## config.mk

```make
export PLATFORM = sky130hd
export DESIGN_NAME = iob_sync_pack_fifo_flat
export DESIGN_NICKNAME = d
export VERILOG_FILES = /design/src/rtl/iob_sync_pack_fifo_pkg.sv /design/src/rtl/iob_sync_pack_fifo_if.sv /design/src/rtl/iob_sync_pack_fifo_lane_reg.sv /design/src/rtl/iob_sync_pack_fifo.sv /design/src/flat_wrapper.sv
export SDC_FILE = /design/constraint.sdc
export NUM_CORES = 1
export LEC_CHECK = 0
export ABC_AREA = 0
export CAP_MARGIN = 20
export CORE_UTILIZATION = 25
export DETAILED_ROUTE_END_ITERATION = 16
export PLACE_DENSITY = 0.39
export SYNTH_ARGS = -nofsm -noshare
export SYNTH_HDL_FRONTEND = slang
export SYNTH_SLANG_ARGS = --single-unit
```

## constraint.sdc

```tcl
create_clock -name clk -period 10.53 [get_ports clk]
set_input_delay 1.053 -clock clk [delete_from_list [all_inputs] [get_ports clk]]
set_output_delay 1.053 -clock clk [all_outputs]
set_load 0.1 [all_outputs]
```

## src/rtl/iob_sync_pack_fifo_pkg.sv

```systemverilog
`default_nettype none
// ----------------------------------------------------------------------------
// iob_pack_fifo_pkg : shared constants and helpers for the packing FIFO
// Rev 1.0
// ----------------------------------------------------------------------------
package iob_pack_fifo_pkg;

  localparam int W_DATA_W_DEF = 8;
  localparam int R_DATA_W_DEF = 32;
  localparam int R_ADDR_W_DEF = 4;

  localparam int RATIO   = R_DATA_W_DEF / W_DATA_W_DEF;
  localparam int LANE_W  = $clog2(RATIO);
  localparam int DEPTH   = 2 ** R_ADDR_W_DEF;
  localparam int LEVEL_W = R_ADDR_W_DEF + LANE_W + 1;

  function automatic bit is_pow2(input int v);
    return (v >= 2) && ((v & (v - 1)) == 0);
  endfunction

endpackage
`default_nettype wire

```

## src/rtl/iob_sync_pack_fifo_if.sv

```systemverilog
`default_nettype none
// ----------------------------------------------------------------------------
// iob_sync_pack_fifo_if : producer/consumer bus of the packing FIFO
// Optional flush signal with IOB_PACK_FIFO_FLUSH_EN.  Rev 1.0
// ----------------------------------------------------------------------------
interface iob_sync_pack_fifo_if
  import iob_pack_fifo_pkg::*;
#(
  parameter int W_DATA_W = W_DATA_W_DEF,
  parameter int R_DATA_W = R_DATA_W_DEF,
  parameter int R_ADDR_W = R_ADDR_W_DEF
);

  localparam int LVL_W = R_ADDR_W + $clog2(R_DATA_W / W_DATA_W) + 1;

  logic [W_DATA_W-1:0] data_in;
  logic                write_en;
  logic                full;
  logic [R_DATA_W-1:0] data_out;
  logic                read_en;
  logic                empty;
  logic [LVL_W-1:0]    level;
`ifdef IOB_PACK_FIFO_FLUSH_EN
  logic                flush;
`endif

  modport master (
    output data_in,
    output write_en,
    output read_en,
    input  full,
    input  data_out,
    input  empty,
    input  level
`ifdef IOB_PACK_FIFO_FLUSH_EN
    , output flush
`endif
  );

  modport slave (
    input  data_in,
    input  write_en,
    input  read_en,
    output full,
    output data_out,
    output empty,
    output level
`ifdef IOB_PACK_FIFO_FLUSH_EN
    , input flush
`endif
  );

endinterface
`default_nettype wire

```

## src/rtl/iob_sync_pack_fifo_lane_reg.sv

```systemverilog
`default_nettype none
// ----------------------------------------------------------------------------
// iob_pack_lane_reg : lane counter and partial-word registers; emits push
// strobe and assembled wide word (partial flush merge included).  Rev 1.0
// ----------------------------------------------------------------------------
module iob_pack_lane_reg
  import iob_pack_fifo_pkg::*;
#(
  parameter int W_DATA_W = W_DATA_W_DEF,
  parameter int N_LANES  = RATIO,
  parameter int LN_W     = $clog2(N_LANES)
) (
  input  logic                        clk,
  input  logic                        rst,
  input  logic                        write_int,
  input  logic                        flush_ok,
  input  logic [W_DATA_W-1:0]         data_in,
  output logic [LN_W-1:0]             lane,
  output logic                        push,
  output logic [N_LANES*W_DATA_W-1:0] word
);

  logic [LN_W-1:0]     lane_q, lane_d;
  logic [W_DATA_W-1:0] lanes_q [N_LANES-1];
  logic [W_DATA_W-1:0] lanes_d [N_LANES-1];
  logic                last_lane;

  assign last_lane = (lane_q == LN_W'(N_LANES - 1));
  // A flush only pushes when there is something to push: stored lanes or the current write.
  assign push      = (write_int & last_lane) | (flush_ok & (write_int | (lane_q != '0)));
  assign lane      = lane_q;

  always_comb begin
    lane_d  = lane_q;
    lanes_d = lanes_q;
    if (push) begin
      lane_d = '0;
    end else if (write_int) begin
      lane_d = lane_q + LN_W'(1);
      for (int k = 0; k < N_LANES - 1; k++) begin
        if (lane_q == LN_W'(k)) lanes_d[k] = data_in;
      end
    end
  end

  always_ff @(posedge clk or posedge rst) begin
    if (rst) begin
      lane_q <= '0;
      for (int k = 0; k < N_LANES - 1; k++) lanes_q[k] <= '0;
    end else begin
      lane_q  <= lane_d;
      lanes_q <= lanes_d;
    end
  end

  // Lanes below the counter come from storage, the current lane from data_in, the rest are zero.
  for (genvar k = 0; k < N_LANES; k++) begin : g_lane
    logic sel_in;
    assign sel_in = write_int & (lane_q == LN_W'(k));
    if (k < N_LANES - 1) begin : g_stored
      assign word[k*W_DATA_W +: W_DATA_W] = (lane_q > LN_W'(k)) ? lanes_q[k] :
                                            (sel_in ? data_in : '0);
    end else begin : g_top
      assign word[k*W_DATA_W +: W_DATA_W] = sel_in ? data_in : '0;
    end
  end

endmodule
`default_nettype wire

```

## src/rtl/iob_sync_pack_fifo.sv

```systemverilog
`default_nettype none
// ----------------------------------------------------------------------------
// iob_sync_pack_fifo : narrow-write / wide-read synchronous packing FIFO
// Optional partial-word flush with IOB_PACK_FIFO_FLUSH_EN.  Rev 1.0
// ----------------------------------------------------------------------------
module iob_sync_pack_fifo
  import iob_pack_fifo_pkg::*;
#(
  parameter int W_DATA_W = W_DATA_W_DEF,
  parameter int R_DATA_W = R_DATA_W_DEF,
  parameter int R_ADDR_W = R_ADDR_W_DEF
) (
  input  logic                 clk,
  input  logic                 rst,
  iob_sync_pack_fifo_if.slave  bus
);

  localparam int N_LANES = R_DATA_W / W_DATA_W;
  localparam int LN_W    = $clog2(N_LANES);
  localparam int N_WORDS = 2 ** R_ADDR_W;
  localparam int OCC_W   = R_ADDR_W + 1;

  if ((R_DATA_W % W_DATA_W) != 0 || !is_pow2(N_LANES)) begin : g_bad_cfg
    $error("iob_sync_pack_fifo: R_DATA_W must be a power-of-two multiple (>=2) of W_DATA_W");
  end

  logic [R_ADDR_W-1:0] wptr_q, wptr_d;
  logic [R_ADDR_W-1:0] rptr_q, rptr_d;
  logic [OCC_W-1:0]    occ_q, occ_d;
  logic [R_DATA_W-1:0] data_out_q, data_out_d;
  logic [R_DATA_W-1:0] mem [N_WORDS];

  logic                full, empty, write_int, read_int, flush_ok, push, occ_full;
  logic [LN_W-1:0]     lane;
  logic [R_DATA_W-1:0] word;

  assign occ_full  = (occ_q == OCC_W'(N_WORDS));
  // Lanes keep filling while storage is full; only the completing write is refused.
  assign full      = occ_full & (lane == LN_W'(N_LANES - 1));
  assign empty     = (occ_q == '0);
  assign write_int = bus.write_en & ~full;
  assign read_int  = bus.read_en & ~empty;

`ifdef IOB_PACK_FIFO_FLUSH_EN
  assign flush_ok = bus.flush & ~occ_full;
`else
  assign flush_ok = 1'b0;
`endif

  iob_pack_lane_reg #(
    .W_DATA_W (W_DATA_W),
    .N_LANES  (N_LANES),
    .LN_W     (LN_W)
  ) u_lane_reg (
    .clk       (clk),
    .rst       (rst),
    .write_int (write_int),
    .flush_ok  (flush_ok),
    .data_in   (bus.data_in),
    .lane      (lane),
    .push      (push),
    .word      (word)
  );

  always_comb begin
    wptr_d     = wptr_q;
    rptr_d     = rptr_q;
    occ_d      = occ_q;
    data_out_d = data_out_q;
    if (push) wptr_d = wptr_q + R_ADDR_W'(1);
    if (read_int) begin
      rptr_d     = rptr_q + R_ADDR_W'(1);
      data_out_d = mem[rptr_q];
    end
    if (push && !read_int) begin
      occ_d = occ_q + OCC_W'(1);
    end else if (!push && read_int) begin
      occ_d = occ_q - OCC_W'(1);
    end
  end

  always_ff @(posedge clk or posedge rst) begin
    if (rst) begin
      wptr_q     <= '0;
      rptr_q     <= '0;
      occ_q      <= '0;
      data_out_q <= '0;
    end else begin
      wptr_q     <= wptr_d;
      rptr_q     <= rptr_d;
      occ_q      <= occ_d;
      data_out_q <= data_out_d;
    end
  end

  // Storage array is intentionally left without reset.
  always_ff @(posedge clk) begin
    if (push) mem[wptr_q] <= word;
  end

  assign bus.full     = full;
  assign bus.empty    = empty;
  assign bus.data_out = data_out_q;
  assign bus.level    = {occ_q, lane};

endmodule
`default_nettype wire
```

## src/flat_wrapper.sv

```systemverilog
// flat-port wrapper written by rule: the top's interface ports become plain ports
module iob_sync_pack_fifo_flat import iob_pack_fifo_pkg::*;
#(
  parameter int W_DATA_W = W_DATA_W_DEF,
  parameter int R_DATA_W = R_DATA_W_DEF,
  parameter int R_ADDR_W = R_ADDR_W_DEF
)
  (clk, rst, bus_data_in, bus_write_en, bus_read_en, bus_full, bus_data_out, bus_empty, bus_level);
  iob_sync_pack_fifo_if #(.W_DATA_W(W_DATA_W), .R_DATA_W(R_DATA_W), .R_ADDR_W(R_ADDR_W)) bus_i ();
  input  logic clk;
  input  logic rst;
  input wire logic [$bits(bus_i.data_in)-1:0] bus_data_in;
  input wire logic [$bits(bus_i.write_en)-1:0] bus_write_en;
  input wire logic [$bits(bus_i.read_en)-1:0] bus_read_en;
  output wire logic [$bits(bus_i.full)-1:0] bus_full;
  output wire logic [$bits(bus_i.data_out)-1:0] bus_data_out;
  output wire logic [$bits(bus_i.empty)-1:0] bus_empty;
  output wire logic [$bits(bus_i.level)-1:0] bus_level;
  assign bus_i.data_in = bus_data_in;
  assign bus_i.write_en = bus_write_en;
  assign bus_i.read_en = bus_read_en;
  assign bus_full = bus_i.full;
  assign bus_data_out = bus_i.data_out;
  assign bus_empty = bus_i.empty;
  assign bus_level = bus_i.level;
  iob_sync_pack_fifo #(.W_DATA_W(W_DATA_W), .R_DATA_W(R_DATA_W), .R_ADDR_W(R_ADDR_W)) u_core (.clk(clk), .rst(rst), .bus(bus_i));
endmodule
```

Word-level counts from Yosys, hierarchy flattened
Memory sizes are Yosys's and may differ from the RTL's. A register that Yosys moved wholly into a read port is not among the register bits.
Cells that the tools add are included.
- flip-flop bits (word level): 39
- bits in writable memories: 512
- input port bits: 12
- output and inout bits: 41
- logic and storage cells: 54
- memories: 1
- memory list (memory ; words ; width ; rd ports ; clocked after memory_dff ; wr ports ; RTL line ; RTL):
    u_core.mem ; 16 ; 32 ; 1 ; 1 ; 1 ; iob_sync_pack_fifo.sv:31 ; logic [R_DATA_W-1:0] mem [N_WORDS];
- $add $sub $neg: 5
- $lt $le $gt $ge: 3
- eq/ne operators: 4
- mux-type cells: 13
- bitwise logic cells: 10
- reduce and logical (&&, ||, !) cells: 11
- operators by type and width (operator ; count):
    2-to-1 mux 8 bit ; 7
    2-to-1 mux 5 bit ; 2
    AND reduction 3 bit ; 3
    adder 4 x 1 -> 4 bit, second input constant ; 2
    AND 1 bit ; 7
    adder 5 x 1 -> 5 bit, second input constant ; 1
    equality test 5 bit, second input constant ; 1
    logical NOT 5 bit ; 1
    subtractor 5 x 1 -> 5 bit, second input constant ; 1
    equality test 2 bit, second input constant ; 2
    > comparator 2 x 1 -> 1 bit, second input constant ; 2
    2-to-1 mux 2 bit ; 2
    nonzero test 2 bit ; 2
    NOT 1 bit ; 3
    adder 2 x 1 -> 2 bit, second input constant ; 1
    equality test 2 x 1 -> 1 bit, second input constant ; 1
    > comparator 2 bit, second input constant ; 1
    logical AND 1 bit ; 2
    logical NOT 1 bit ; 2
    logical NOT 2 bit ; 1
    2-to-1 mux 1 bit ; 2

Depth between registers and ports, before layout
- depth in word-level cells: 9
- mapped depth: 12
- gate-level depth less buffers: 11

Modules after synthesis
From an unflattened synthesis, not the netlist that was laid out.
- cells, all modules: 1093
- area total of the unflattened synthesis: 23213.5 um2
- by module, submodules not included (module ; times used ; cells each ; area an instance (um2) ; seq. area each (um2)):
    iob_sync_pack_fifo ; 1 ; 943 ; 21580.7 ; 16500.8
    iob_pack_lane_reg ; 1 ; 150 ; 1632.8 ; 650.6

Worst setup path after synthesis
Ideal clock, no wire load.
- path kind: register to register
- from: register u_core.u_lane_reg.lane_q[0] (netlist: u_core.u_lane_reg.lane[0])
- to: memory u_core.mem[3][0] (netlist bit), enable pin
- arrival time: 4.236 ns
- required time: 10.069 ns
- slack: 5.833 ns
- cell stages (with the launch flop): 7
- path buffers: 1
- period minus slack after synthesis: 4.697 ns
- cell sequence: dfrtp_1 -> ha_1 -> clkbuf_1 -> inv_1 -> nor2_2 -> nand2_1 -> nor3_1
- word-level cells in the longest chain between the ends: 7
- RTL lines (what ; RTL line ; RTL):
    start: declaration ; iob_sync_pack_fifo_lane_reg.sv:23 ; logic [LN_W-1:0] lane_q, lane_d;
    start signal: assignment ; iob_sync_pack_fifo_lane_reg.sv:51 ; lane_q <= lane_d;
    equality test 2 bit * ; iob_sync_pack_fifo_lane_reg.sv:28, iob_sync_pack_fifo.sv:39 ;
    AND 1 bit ; iob_sync_pack_fifo.sv:39 ; assign full = occ_full & (lane == LN_W'(N_LANES - 1));
    NOT 1 bit ; iob_sync_pack_fifo.sv:41 ; assign write_int = bus.write_en & ~full;
    AND 1 bit ; iob_sync_pack_fifo.sv:41 ;
    AND 1 bit * ; iob_sync_pack_fifo_lane_reg.sv:30 ; assign push = (write_int & last_lane) | (flush_ok & (write_int | (lane_q != '0)));
    2-to-1 mux 1 bit * ; iob_sync_pack_fifo.sv:98 ; if (push) mem[wptr_q] <= word;
    2-to-1 mux 1 bit (not written as such) * ; iob_sync_pack_fifo.sv:98 ;
    end: declaration ; iob_sync_pack_fifo.sv:31 ;
Mark *: on every way between the ends. The rest lies on a longest branch, timed or not.

Final worst setup path
- from: register u_core.u_lane_reg.lane_q[0] (netlist: u_core.u_lane_reg.lane[0])
- to: output port bus_full
- word-level cells in the longest chain between the ends: 2
- RTL lines (what ; RTL line ; RTL):
    equality test 2 bit ; iob_sync_pack_fifo.sv:39 ;
    AND 1 bit ; iob_sync_pack_fifo.sv:39 ;
    end: declaration ; flat_wrapper.sv:15 ; output wire logic [$bits(bus_i.full)-1:0] bus_full;
No other way between the ends.

==> metrics.md <==
| Metric | Value |
|---|---|
| DRC errors left | 0 |
| First-pass GRT wire length | about 85 mm |
| Number of global-route vias before repair | roughly 11,000 |
| Synth Flop Type | edfxtp_1 |
| Asr flop ratio synth | around 12% |
| Boundary Pins | between 50 and 60 |
| Leading area contributor after synthesis | edfxtp_1 |
| Most frequent cell after synthesis | edfxtp_1 |
| Placed cells | between 2,000 and 2,500 |
| Area of the mapped netlist | ~23,000 um2 |
| All-Layer GR Usage | 12.8% |
| Total wire length | about 59 mm |
| Syn_nets | 1,082 |
| Least-Margin Pin Slew | 1.05 ns |
| Initial DRC Count | 709 |
| Clock transition at the registers of the reported paths | around 0.060 ns |
| Worst Path Arrival | slightly below 3 ns |
| CTS root buf | clkbuf_16 |
| Largest stage delay, worst path | around 1.1 ns |
| Leak | approximately 8.6 nW |
| Vias/cell | 4.46 |
| CTS tree | built |
| Initial antenna violation count | 2 |
| IR drop worst, VDD | roughly 0.24 mV |
| Final number of max-transition violations | 0 |
| Sequential-to-total area share from yosys stat | between 70% and 80% |
| Die Span Y | 304 um |
| Largest cells by area after synthesis | edfxtp_1, mux4_2, dfrtp_1, mux2_2, o22ai_2 |
| Port bufs | 52 |
| Per-cell routed wire length | 24.8 um |
| Crit. End Element | output pin |
| Finished Layout Cells | between 2,000 and 2,500 |
| Final setup viols | 0 |
| Worst Hold Class | reg -> reg |
| Slowest stage cell, crit path | clkdlybuf4s50_1 |
| Count of inserted antenna diode cells | 0 |
| NumNets Final | 1,168 |
| Critical Path Source Type | register |
| Max Freq | approximately 250 MHz |
| CTS Sinks | between 500 and 600 |
| Status | complete, no violations |
| Commonest cells in the netlist | edfxtp_1, mux4_2, dfrtp_1 |
| Max Cap Viol | 0 |
| Unrepaired setup endpoints after global routing | no |
| Vias | approximately 11,000 |
| DP Wirelength | 34.4 mm |
| Clk_lat worst skew | 0.60 ns |
| Routability cong. | a little over 0.7 |
| Share of post-route cells with drive strength above 1 | approximately 33% |
| H-tree levels | 3 |
| Ys Warns | 0 |
| Avg Cell Area, Syn | between 20 and 25 um2 |
| #FFs+latches synth | ~600 |
| Post-CTS setup buffers | 0 |
| Period utilization | between 30% and 40% |
| CTS Buf Count | 69 |
| Post-CTS Hold Fix Bufs | 0 |
| Grt total ovfl | 0 |
| Minimum clock period | 3.99 ns |
| Post-CTS Resized | 0 |
| Layout area overhead | 18.6% |
| Worst path cell trace | ha_1 -> nand2_1 -> nor2_1 -> clkdlybuf4s50_1 |
| Core outline area | roughly 90,000 um2 |
| Initial Util | roughly a quarter |
| Max_slew headroom | 29.9% |
| Initial DRT Pass Iterations | 4 |
| Final hold vios | 0 |
| Num rows | 110 |
| Die Footprint | approximately 90,000 um2 |
| Post-synth EDFFs | around 510 |
| WP data required | approximately 9.5 ns |
| Clk_skew | about 0.022 ns |
| Pwr per Cell Area | roughly 310 nW/um2 |
| Worst Path Max Fanout | 12 |
| Bufs on Longest Clock Path | 3 |
| Share of the synthesized area in the top cell type | between 60% and 70% |
| Mapped Cells | 1,056 |
| Setup TNS | 0 ns |
| Kind of critical path | reg -> out |
| Chip Width | just over 300 um |
| Largest net degree at the start of global routing | 92 |
| Netlist cell types | 38 |
| ANT nets after route | 0 |
## routing by layer
layer	share of wire [%]	GRT usage, %	vias to the layer above
li1	-	-	4565
met1	48	18.0	5770
met2	47	20.2	187
met3	3.4	2.19	72
met4	2.0	3.91	0
met5	0	0	-
## cell type report
| type | instances | area [um2] |
|---|---|---|
| fill | 8638 | 63100 |
| sequential | 583 | 17200 |
| multi-input combinational | 401 | 5360 |
| clock buffer | 88 | 1900 |
| tap | 1176 | 1470 |
| timing repair buffer | 74 | 711 |
| clock inverter | 38 | 383 |
| inverter | 13 | 51.3 |
## cells by family after synthesis
logic type / count (synthesis) / share of synthesized area (%)
flip-flops: 583 / 75.2
multiplexers: 187 / 15.5
AO/OA/AOI/OAI: 130 / 4.95
buffers and inverters: 72 / 1.79
AND/OR/NAND/NOR: 60 / 1.33
adder cells (fa/ha/maj): 14 / 0.801
XOR/XNOR: 10 / 0.384
## power by group
part | switching, mW | total [mW] | internal (mW)
Clock | 0.943 | 2.39 | 1.45
Sequential | 0.260 | 3.25 | 2.99
Combinational | 1.76 | 2.72 | 0.959
## path summary, 6_finish.rpt
path	from	to	slack [ns]	depth (start not counted)
setup / recovery	u_core.u_lane_reg.lane[0]	bus_full	6.54	4
hold / removal	u_core.u_lane_reg.lanes_q[12]	u_core.u_lane_reg.lanes_q[12]	0.50	1
setup reg to reg	u_core.u_lane_reg.lane[0]	u_core.mem[15][29]	6.92	7
hold reg to reg	u_core.u_lane_reg.lanes_q[12]	u_core.u_lane_reg.lanes_q[12]	0.50	1
max in group asynchronous	rst	u_core.rptr_q[1]	8.52	3
min in group asynchronous	rst	u_core.u_lane_reg.lanes_q[23]	0.88	2
## state kept, by name (all words and copies together), names as in the netlist
register / cells
u_core.u_lane_reg.lane: 2
u_core.bus.data_out: 32
u_core.wptr_q: 4
u_core.u_lane_reg.lanes_q: 24
u_core.occ_q: 5
u_core.rptr_q: 4
u_core.mem: 512
## metrics by stage
step	utilization, %	hold WS (ns)	total power [mW]	setup WS [ns]	instance area (um2)
after floorplan	-	0.480	5.19	5.83	22800
after global placement	27.4	0.489	6.10	6.38	24700
after detailed placement	27.4	0.494	6.10	6.29	24700
after CTS	30.0	0.507	8.53	6.50	27000
after global routing	30.0	0.515	8.74	6.40	27000
final	30.0	0.504	8.37	6.54	27000
## cells in the final DEF (no fill, tap or decap), types with 24 or more instances in the layout
cell type,instances
edfxtp_1,512
mux4_2,128
clkbuf_16,72
dfrtp_1,68
mux2_2,57
clkdlybuf4s50_1,52
o22ai_1,35
a21oi_2,30
o22ai_2,29
a22o_1,24
## critical path, delay by kind of cell (launching register included)
family | cells | cell delay (ns)
buf+inv | 1 | 1.13
fa+ha+maj | 1 | 0.49
simple gates | 2 | 0.27
flops | 1 | 0.44
(Power assumes the default switching activity.)
